<file path="config.mk">
export PLATFORM = sky130hd
export DESIGN_NAME = emisor
export DESIGN_NICKNAME = d
export VERILOG_FILES = /design/src/rtl/emisor_pkg.sv /design/src/rtl/emisor_encoder8b10b.sv /design/src/rtl/emisor.sv
export SDC_FILE = /design/constraint.sdc
export NUM_CORES = 1
export LEC_CHECK = 0
export CORE_ASPECT_RATIO = 0.9
export CORE_MARGIN = 3
export CORE_UTILIZATION = 60
export DETAILED_ROUTE_END_ITERATION = 8
export HOLD_SLACK_MARGIN = 0.12
export PLACE_DENSITY_LB_ADDON = 0.15
export REMOVE_ABC_BUFFERS = 1
export SETUP_SLACK_MARGIN = 0.02
export SYNTH_ARGS = -nofsm -noshare
export SYNTH_HDL_FRONTEND = slang
export SYNTH_SLANG_ARGS = --single-unit
</file>
<file path="constraint.sdc">
create_clock -name clkTx -period 6.8 [get_ports clkTx]
set_clock_uncertainty 0.15 [all_clocks]
set_input_delay 1.02 -clock clkTx [delete_from_list [all_inputs] [get_ports clkTx]]
set_output_delay 1.02 -clock clkTx [all_outputs]
set_load 0.05 [all_outputs]
</file>
<file path="src/rtl/emisor_pkg.sv">
// Shared constants for the emisor 8b/10b serial transmitter.
// Symbol codes are held in wire order: bit 0 is bit 'a', the first bit on the line.
package emisor_pkg;

    localparam int SYM_W = 10;
    localparam int CNT_W = 4;
    localparam logic [CNT_W-1:0] BIT_CNT_LAST = 4'd9;

    // K28.5 comma: 0011111010 (RD-) and 1100000101 (RD+) read a..j.
    localparam logic [SYM_W-1:0] K28_5_RDN = 10'b0101111100;
    localparam logic [SYM_W-1:0] K28_5_RDP = 10'b1010000011;

    // Width select carried with each word; the reserved code behaves as 8-bit.
    typedef enum logic [1:0] {
        DS_8B   = 2'b00,
        DS_16B  = 2'b01,
        DS_32B  = 2'b10,
        DS_RSVD = 2'b11
    } data_sel_e;

    // Number of bytes a word contributes to the buffer.
    function automatic logic [2:0] bytes_for_sel(input logic [1:0] sel);
        case (data_sel_e'(sel))
            DS_16B:  return 3'd2;
            DS_32B:  return 3'd4;
            default: return 3'd1;
        endcase
    endfunction

endpackage

</file>
<file path="src/rtl/emisor_encoder8b10b.sv">
// Combinational 8b/10b encoder. Data bytes go through the 5b/6b and 3b/4b
// tables with running disparity; k=1 emits the K28.5 comma (the only control
// symbol this transmitter uses) and ignores data8.
module encoder8b10b
    import emisor_pkg::*;
(
    input  logic [7:0]       data8,
    input  logic             k,
    input  logic             rdIn,
    output logic [SYM_W-1:0] data10,
    output logic             rdOut
);

    logic [4:0] w_x;
    logic [2:0] w_y;
    logic [5:0] w_6b_neg;   // abcdei for RD-, 'a' in the MSB (table reading order)
    logic [5:0] w_6b;
    logic [3:0] w_4b_neg;   // fghj for RD-, 'f' in the MSB
    logic [3:0] w_4b;
    logic       w_6b_unbal;
    logic       w_4b_unbal;
    logic       w_rd_mid;
    logic       w_alt7;

    assign w_x = data8[4:0];
    assign w_y = data8[7:5];

    // 5b/6b code as seen from negative running disparity
    always_comb begin
        // NOTE: every combinational output gets a default first so no path can infer a latch.
        w_6b_neg = 6'b000000;
        case (w_x)
            5'd0:  w_6b_neg = 6'b100111;
            5'd1:  w_6b_neg = 6'b011101;
            5'd2:  w_6b_neg = 6'b101101;
            5'd3:  w_6b_neg = 6'b110001;
            5'd4:  w_6b_neg = 6'b110101;
            5'd5:  w_6b_neg = 6'b101001;
            5'd6:  w_6b_neg = 6'b011001;
            5'd7:  w_6b_neg = 6'b111000;
            5'd8:  w_6b_neg = 6'b111001;
            5'd9:  w_6b_neg = 6'b100101;
            5'd10: w_6b_neg = 6'b010101;
            5'd11: w_6b_neg = 6'b110100;
            5'd12: w_6b_neg = 6'b001101;
            5'd13: w_6b_neg = 6'b101100;
            5'd14: w_6b_neg = 6'b011100;
            5'd15: w_6b_neg = 6'b010111;
            5'd16: w_6b_neg = 6'b011011;
            5'd17: w_6b_neg = 6'b100011;
            5'd18: w_6b_neg = 6'b010011;
            5'd19: w_6b_neg = 6'b110010;
            5'd20: w_6b_neg = 6'b001011;
            5'd21: w_6b_neg = 6'b101010;
            5'd22: w_6b_neg = 6'b011010;
            5'd23: w_6b_neg = 6'b111010;
            5'd24: w_6b_neg = 6'b110011;
            5'd25: w_6b_neg = 6'b100110;
            5'd26: w_6b_neg = 6'b010110;
            5'd27: w_6b_neg = 6'b110110;
            5'd28: w_6b_neg = 6'b001110;
            5'd29: w_6b_neg = 6'b101110;
            5'd30: w_6b_neg = 6'b011110;
            default: w_6b_neg = 6'b101011;
        endcase
    end

    // Unbalanced codes and D.07 are inverted at RD+; an unbalanced code flips RD.
    assign w_6b_unbal = ($countones(w_6b_neg) != 3);
    assign w_6b       = (rdIn && (w_6b_unbal || w_x == 5'd7)) ? ~w_6b_neg : w_6b_neg;
    assign w_rd_mid   = rdIn ^ w_6b_unbal;

    // D.x.A7 replaces D.x.P7 where P7 would create a run of five equal bits.
    assign w_alt7 = w_rd_mid ? (w_x == 5'd11 || w_x == 5'd13 || w_x == 5'd14)
                             : (w_x == 5'd17 || w_x == 5'd18 || w_x == 5'd20);

    // 3b/4b code as seen from negative disparity after the 6b sub-block
    always_comb begin
        w_4b_neg = 4'b0000;
        case (w_y)
            3'd0:    w_4b_neg = 4'b1011;
            3'd1:    w_4b_neg = 4'b1001;
            3'd2:    w_4b_neg = 4'b0101;
            3'd3:    w_4b_neg = 4'b1100;
            3'd4:    w_4b_neg = 4'b1101;
            3'd5:    w_4b_neg = 4'b1010;
            3'd6:    w_4b_neg = 4'b0110;
            default: w_4b_neg = w_alt7 ? 4'b0111 : 4'b1110;
        endcase
    end

    assign w_4b_unbal = ($countones(w_4b_neg) != 2);
    assign w_4b       = (w_rd_mid && (w_4b_unbal || w_y == 3'd3)) ? ~w_4b_neg : w_4b_neg;

    // Reorder sub-blocks into wire order (a at bit 0) or select the comma for fill
    always_comb begin
        data10 = rdIn ? K28_5_RDP : K28_5_RDN;
        rdOut  = ~rdIn;
        if (!k) begin
            for (int i = 0; i < 6; i++) data10[i]     = w_6b[5-i];
            for (int i = 0; i < 4; i++) data10[6 + i] = w_4b[3-i];
            rdOut = w_rd_mid ^ w_4b_unbal;
        end
    end

endmodule

</file>
<file path="src/rtl/emisor.sv">
// emisor: buffers a 1/2/4-byte word, serialises it as 8b/10b symbols one bit
// per clkTx edge, and fills idle symbol slots with K28.5.
module emisor
    import emisor_pkg::*;
(
    input  logic        clkTx,
    input  logic        rst,
    input  logic        enb,
    input  logic [31:0] dataIn,
    input  logic [1:0]  dataS,
    input  logic        validIn,
    output logic        readyOut,
    output logic        serialOut,
    output logic        idleOut
);

    logic [SYM_W-1:0] r_shift;
    logic [CNT_W-1:0] r_bit_cnt;
    logic             r_rd;       // 1 = positive running disparity
    logic             r_idle;
    logic [31:0]      r_buf;      // head byte in [7:0]
    logic [2:0]       r_count;

    logic             w_fill;
    logic             w_boundary;
    logic             w_accept;
    logic [SYM_W-1:0] w_enc_sym;
    logic             w_enc_rd;

    assign w_fill     = (r_count == 3'd0);
    assign w_boundary = enb && (r_bit_cnt == BIT_CNT_LAST);
    assign w_accept   = enb && validIn && w_fill;

    assign readyOut  = w_fill;
    assign serialOut = r_shift[0];
    assign idleOut   = r_idle;

    encoder8b10b u_encoder (
        .data8  (r_buf[7:0]),
        .k      (w_fill),
        .rdIn   (r_rd),
        .data10 (w_enc_sym),
        .rdOut  (w_enc_rd)
    );

    // Bit position within the current symbol, wrapping 0..9
    always_ff @(posedge clkTx or negedge rst) begin
        // NOTE: state registers use non-blocking assignments so every flop samples pre-edge values.
        if (!rst) begin
            r_bit_cnt <= '0;
        end else if (enb) begin
            r_bit_cnt <= (r_bit_cnt == BIT_CNT_LAST) ? '0 : r_bit_cnt + 4'd1;
        end
    end

    // Symbol load at the boundary, otherwise shift the current symbol out LSB first
    always_ff @(posedge clkTx or negedge rst) begin
        if (!rst) begin
            r_shift <= K28_5_RDN;
            r_rd    <= 1'b1;
            r_idle  <= 1'b1;
        end else if (w_boundary) begin
            r_shift <= w_enc_sym;
            r_rd    <= w_enc_rd;
            r_idle  <= w_fill;
        end else if (enb) begin
            r_shift <= {1'b0, r_shift[SYM_W-1:1]};
        end
    end

    // Byte buffer: filled on accept, drained one byte per data-symbol load
    always_ff @(posedge clkTx or negedge rst) begin
        // NOTE: the buffer is cleared as well as the count so no stale byte survives a reset.
        if (!rst) begin
            r_buf   <= '0;
            r_count <= '0;
        end else if (w_accept) begin
            r_buf   <= dataIn;
            r_count <= bytes_for_sel(dataS);
        end else if (w_boundary && !w_fill) begin
            r_buf   <= {8'h00, r_buf[31:8]};
            r_count <= r_count - 3'd1;
        end
    end

endmodule
</file>
After elaboration in Yosys (flattened, before gate mapping)
Memory sizes are Yosys's and may differ from the RTL's.
Index checks and enable logic that the tools add are counted.
{ "classes": {"n_addsub": 10, "n_mul": 0, "div": 0, "n_lt_le_gt_ge": 0, "n_eq_ne": 18, "n_shift": 0, "muxes": 16, "n_bitwise": 5, "n_reduce_logical": 17} }
{ "ops": {"columns": ["operator", "n"], "rows": [
  ["adder 32 bit", 3],
  ["two-way mux 32 bit", 2],
  ["inequality test 32 x 3 -> 1 bit, second input constant", 2],
  ["two-way mux 10 bit", 4],
  ["one-hot mux 4 bit (7 select lines)", 1],
  ["== test 5 x 4 -> 1 bit, second input constant", 3],
  ["== test 5 bit, second input constant", 3],
  ["two-way mux 4 bit", 3],
  ["adder 1 x 1 -> 2 bit", 5],
  ["== test 3 bit, second input constant", 3],
  ["== test 3 x 2 -> 1 bit, second input constant", 2],
  ["logical AND 1 bit", 6],
  ["logical NOT 3 bit", 2],
  ["logical OR 1 bit", 6],
  ["two-way mux 3 bit", 2],
  ["two-way mux 6 bit", 1],
  ["inverter 6 bit", 1],
  ["one-hot mux 3 bit (2 select lines)", 1],
  ["== test 5 x 3 -> 1 bit, second input constant", 1],
  ["adder 4 x 1 -> 4 bit, second input constant", 1],
  ["== test 4 bit, second input constant", 1],
  ["inverter 4 bit", 1],
  ["nonzero test 2 bit", 2],
  ["== test 3 x 1 -> 1 bit, second input constant", 1],
  ["7 further kinds", 9]
]} }
{ "word_totals": {"reg_bits": 51, "latchBits": 0, "ramBits": 0, "mem_bits_ro": 192, "in_bits": 38, "elab_cells": 73, "n_memories": 1} }
{ "mem_list": {"columns": ["name", "depth", "width", "read_ports", "rd_ports_with_merged_regs", "write_ports", "line", "text"], "rows": [
  ["(name not given)", 32, 6, 1, 0, 0, "emisor_encoder8b10b.sv:32", "case (w_x)"]
]} }

Logic depth before layout (Yosys ltp)
An unclocked memory read counts as a cell.
{ "logic_depth": {"ltp_word": 17, "depth_mapped": 20, "ltp_nobuf": 19} }

Cells and area by module
A second synthesis with hierarchy kept.
{ "hier_totals": {"cells_unflattened": 341, "hier_area_um2": 3443.3} }
{ "modules_own_cells": {"columns": ["mod", "n_inst", "cells_per_inst", "area_each_um2", "seq_area_each_um2"], "rows": [
  ["emisor", 1, 225, 2506.2, 1286.2],
  ["encoder8b10b", 1, 116, 937.1, 0.0]
]} }

Least setup slack after synthesis
Ideal clock, no wire load.
{ "synth_path": {"path_type": "register to register", "from": "reg r_buf[0]", "to": "reg r_rd", "setup_time_ns": 0.075, "arrival_time_ns": 4.215, "path_slack_ns": 2.361, "path_stages_with_launch": 21, "n_path_buf": 1, "synth_period_minus_slack_ns": 4.439, "cell_sequence": "dfrtp_1 inv_1 ha_1 nor2b_1 nand3b_1 a32o_1 ha_1 fa_1 ha_1 and4bb_1 buf_4 xnor2_1 mux2_4 nor2_1 nor2_1 ha_1 xor2_1 a21oi_1 xnor2_1 a21oi_1 xor2_1"} }
{ "synth_via": {"elab_chain_len": 14} }
{ "synth_lines": {"columns": ["element", "line", "text"], "rows": [
  ["start, declared", "emisor.sv:21", "logic [31:0] r_buf;"],
  ["start signal, assigned", "emisor.sv:78", "r_buf <= dataIn;"],
  ["start signal, assigned", "emisor.sv:81", "r_buf <= {8'h00, r_buf[31:8]};"],
  ["memory (32 x 6 bit)", null, null],
  ["adder 1 x 1 -> 2 bit (implied by the code)", "emisor_encoder8b10b.sv:69", "assign w_6b_unbal = ($countones(w_6b_neg) != 3);"],
  ["adder 32 bit (implied by the code) (2 in series)", "emisor_encoder8b10b.sv:69", null],
  ["inequality test 32 x 3 -> 1 bit", "emisor_encoder8b10b.sv:69", null],
  ["bitwise XOR 1 bit", "emisor_encoder8b10b.sv:71", "assign w_rd_mid = rdIn ^ w_6b_unbal;"],
  ["two-way mux 1 bit", "emisor_encoder8b10b.sv:74", "assign w_alt7 = w_rd_mid ? (w_x == 5'd11 || w_x == 5'd13 || w_x == 5'd14)"],
  ["two-way mux 4 bit", "emisor_encoder8b10b.sv:88", "default: w_4b_neg = w_alt7 ? 4'b0111 : 4'b1110;"],
  ["one-hot mux 4 bit (7 select lines)", "emisor_encoder8b10b.sv:80", "case (w_y)"],
  ["adder 1 x 1 -> 2 bit (implied by the code)", "emisor_encoder8b10b.sv:92", "assign w_4b_unbal = ($countones(w_4b_neg) != 2);"],
  ["adder 32 bit (implied by the code)", "emisor_encoder8b10b.sv:92", null],
  ["inequality test 32 x 3 -> 1 bit", "emisor_encoder8b10b.sv:92", null],
  ["bitwise XOR 1 bit (*)", "emisor_encoder8b10b.sv:102", "rdOut = w_rd_mid ^ w_4b_unbal;"],
  ["two-way mux 1 bit (*)", "emisor_encoder8b10b.sv:99", "if (!k) begin"],
  ["end signal, assigned", "emisor.sv:64", "r_rd <= w_enc_rd;"],
  ["end, declared", "emisor.sv:19", "logic r_rd;"]
]} }
Every way passes the cells marked *; elsewhere a longest branch is shown, timed or not.
A chain may end at the register's enable or synchronous reset.

Worst setup path after layout
{ "layout_path": {"from": "reg r_buf[3]", "to": "reg r_rd"} }
Same word-level chain as after synthesis.

==> parameters.txt <==
Parameter                              Value

Run status
  Run status    finished, final reports clean

Placement
  Final GP Congestion    0.956
  DP HPWL    4.93 mm
  Port-buffer cells    40
  Worst slack after detailed placement    1.97 ns
  Cell count after placement    467
  Total placed instance area    0.00375 mm^2

Floorplanning
  Die outline area    0.00653 mm^2
  Number of I/O pins    41
  Floorplan Core Area    0.00532 mm^2
  Chip Height    76.9 um
  Row cnt    25
  Initial core utilization    63.1%
  Chip Width    84.8 um

Finish
  Antenna diode instance count    0
  Post-layout utilization of the core    72.6%
  Count of non-filler cells in the finished layout    475
  Final layout net count    468
  Layout Cell Area excl Fill    0.00386 mm^2
  Area growth, synth to finish    15.1%
  Fraction of final layout cells with drive strength greater than 1    8.09%

Synthesis
  Asr flop ratio synth    100%
  Most common cell in the synthesized netlist    nand2_1
  Cells taking the most area after synthesis    dfrtp_1 (32%), nand2_1 (8.4%), ha_1 (7.8%)
  Share of the synthesized area in the top cell type    32.1%
  Synthesized area divided by synthesized cell count    8.83 um^2
  Count of flip-flops with a built-in enable after synthesis    0
  Library cell occupying the most area in the post-synthesis netlist    dfrtp_1
  Instance count of the mapped netlist    380
  Sequential fraction of the synthesis area    38.3%
  Ys Warns    0
  Post-synthesis instance area    0.00336 mm^2
  Top FF cell, synth    dfrtp_1
  Number of library cell types mapped by synthesis    60
  Most frequent cells after synthesis    nand2_1 (75), dfrtp_1 (43), nor2_1 (24)
  Synth Register Bits    51

STA
  Maximum clock frequency    203 MHz
  Final cycle utilization of the critical path    72.4%
  Hold violation total from the final report    0
  Total of endpoints with negative setup slack in the final report    0
  Final WS setup    1.88 ns
  Pin slew with the least headroom to its limit    1.17 ns
  Max-slew violation total from the final report    0
  Setup repair after global routing missed its margin    no
  Minimum hold slack    0.334 ns
  Worst slew margin relative to its limit    21.8%
  Final setup TNS    0 ns
  Final min period    4.92 ns

Setup path
  Worst reg-to-reg setup slack    1.88 ns
  Worst Path Arrival    5.03 ns
  Crit path kind    flop to flop
  Worst endpoint required time    6.90 ns
  CP Max Fanout    23
  Kind of start point of the critical path    flop
  Critical Path Sink Type    flop

Clock tree
  Clk pin slew, worst setup/hold paths    0.09 ns
  Number of resized instances in the post-cts repair step    0
  CTS H-Tree Depth    2
  TritonCTS clock tree    done
  Number of buffers added for setup after CTS    0
  Clk_lat worst skew    0.32 ns
  Number of hold-repair buffers added at the cts stage    0
  CTS Buf Count    5
  CTS Sinks    51
  Clock Tree Buf Depth    2
  Buffer type at the clock tree root    clkbuf_8

Detailed routing
  Vias post-DR    2793
  Total DRC errors in the routed layout    0
  Number of iterations in the first detailed-routing pass    5
  Initial detailed-routing violation count    171
  Total detailed-routing wirelength    7.17 mm
  Number of antenna-violating nets in the routed design    0
  Routed length per instance    15.1 um
  Via density per instance    5.88

Global routing
  First-pass GRT wire length    12.3 mm
  Total Routing Usage GR    23.2%
  Global route total overflow    0
  Largest net degree at the start of global routing    52
  Via count of the first global-routing pass    2756
  Number of antenna violations at the first check in global routing    0

Power and ir drop
  Overall power    2.20 mW
  Lkg Pwr    1.74 nW
  Areal power density over the cells    569 mW/mm^2
  Worst supply voltage drop on vdd    450 uV

Run
  MaxCap Viol Count    0

Hold path
  Path category of the worst min-delay check    flop to flop
==> worst max-delay path: stages, from the launching register on <==
cell	delay, ns
dfrtp_1	0.81
xor2_1	0.16
a2111oi_0	0.43
a21oi_1	0.13
ha_1	0.35
fa_1	0.42
ha_1	0.27
and4bb_1	0.27
xnor2_1	0.32
mux2_4	0.36
nor2_1	0.09
nor2_1	0.05
ha_1	0.30
xor2_1	0.17
a21oi_1	0.14
xnor2_1	0.08
a21oi_1	0.18
xor2_1	0.16
==> report_power, final <==
part	switching, mW	leakage [nW]	internal (mW)
Clock	0.108	0.0558	0.111
Combinational	0.754	1.07	0.623
Sequential	0.145	0.615	0.454
==> state kept, by name (all words and copies together), names as in the netlist <==
signal / flops
r_buf: 32
r_count: 3
idleOut: 1
r_bit_cnt: 4
r_shift: 10
r_rd: 1
==> cells in the final DEF (no fill, tap or decap), types with 3 or more instances in the layout <==
cell             count
ha_1                21
nand2b_1             4
clkdlybuf4s50_1     39
dfrtp_1             43
nor2_1              24
xnor2_1              6
a22oi_1             18
inv_1               14
o21ai_0             22
or2_2                3
dfstp_2              8
nand2_1             75
a31oi_1              6
a21oi_1             18
or3_1                3
o22ai_1              6
nor3_1               7
mux2i_1              6
xor2_1               8
clkbuf_8             5
buf_4                4
nor2b_1              8
nand3_1              5
==> cell families (layout without fill, tap and decap cells) <==
group / after synthesis / count (layout) / synth area share, %
buf+inv: 39 / 67 / 5.33
mux: 9 / 9 / 2.98
compound gates: 96 / 96 / 19.5
fa+ha+maj: 23 / 23 / 9.02
simple gates: 148 / 148 / 21.2
flops: 51 / 51 / 38.3
xor+xnor: 14 / 14 / 3.65
==> final cells by class <==
class / count / area (um^2)
clock buffer: 6 / 72.6
clock inverter: 2 / 38.8
fill: 426 / 1460
inverter: 15 / 56.3
multi-input combinational: 290 / 1900
sequential: 51 / 1290
tap: 67 / 83.8
timing repair buffer: 44 / 425
==> metal layers <==
layer	track usage (%)	vias to the layer above	share of wire (%)
li1	-	1376	-
met1	29.7	1345	44
met2	40.1	66	49
met3	5.16	6	5.7
met4	5.70	0	0.95
met5	0	-	0
==> final timing paths <==
| kind | startpoint | to | cells after the start |
|---|---|---|---|
| worst min-delay path | r_buf[10] | r_buf[10] | 2 |
| max in group asynchronous | rst | r_buf[11] | 2 |
| min in group asynchronous | rst | r_buf[0] | 2 |
| worst min register to register | r_buf[10] | r_buf[10] | 2 |
| worst max register to register | r_buf[3] | r_rd | 17 |
| worst max-delay path | r_buf[3] | r_rd | 17 |
Power figures use the tool's default switching activity.
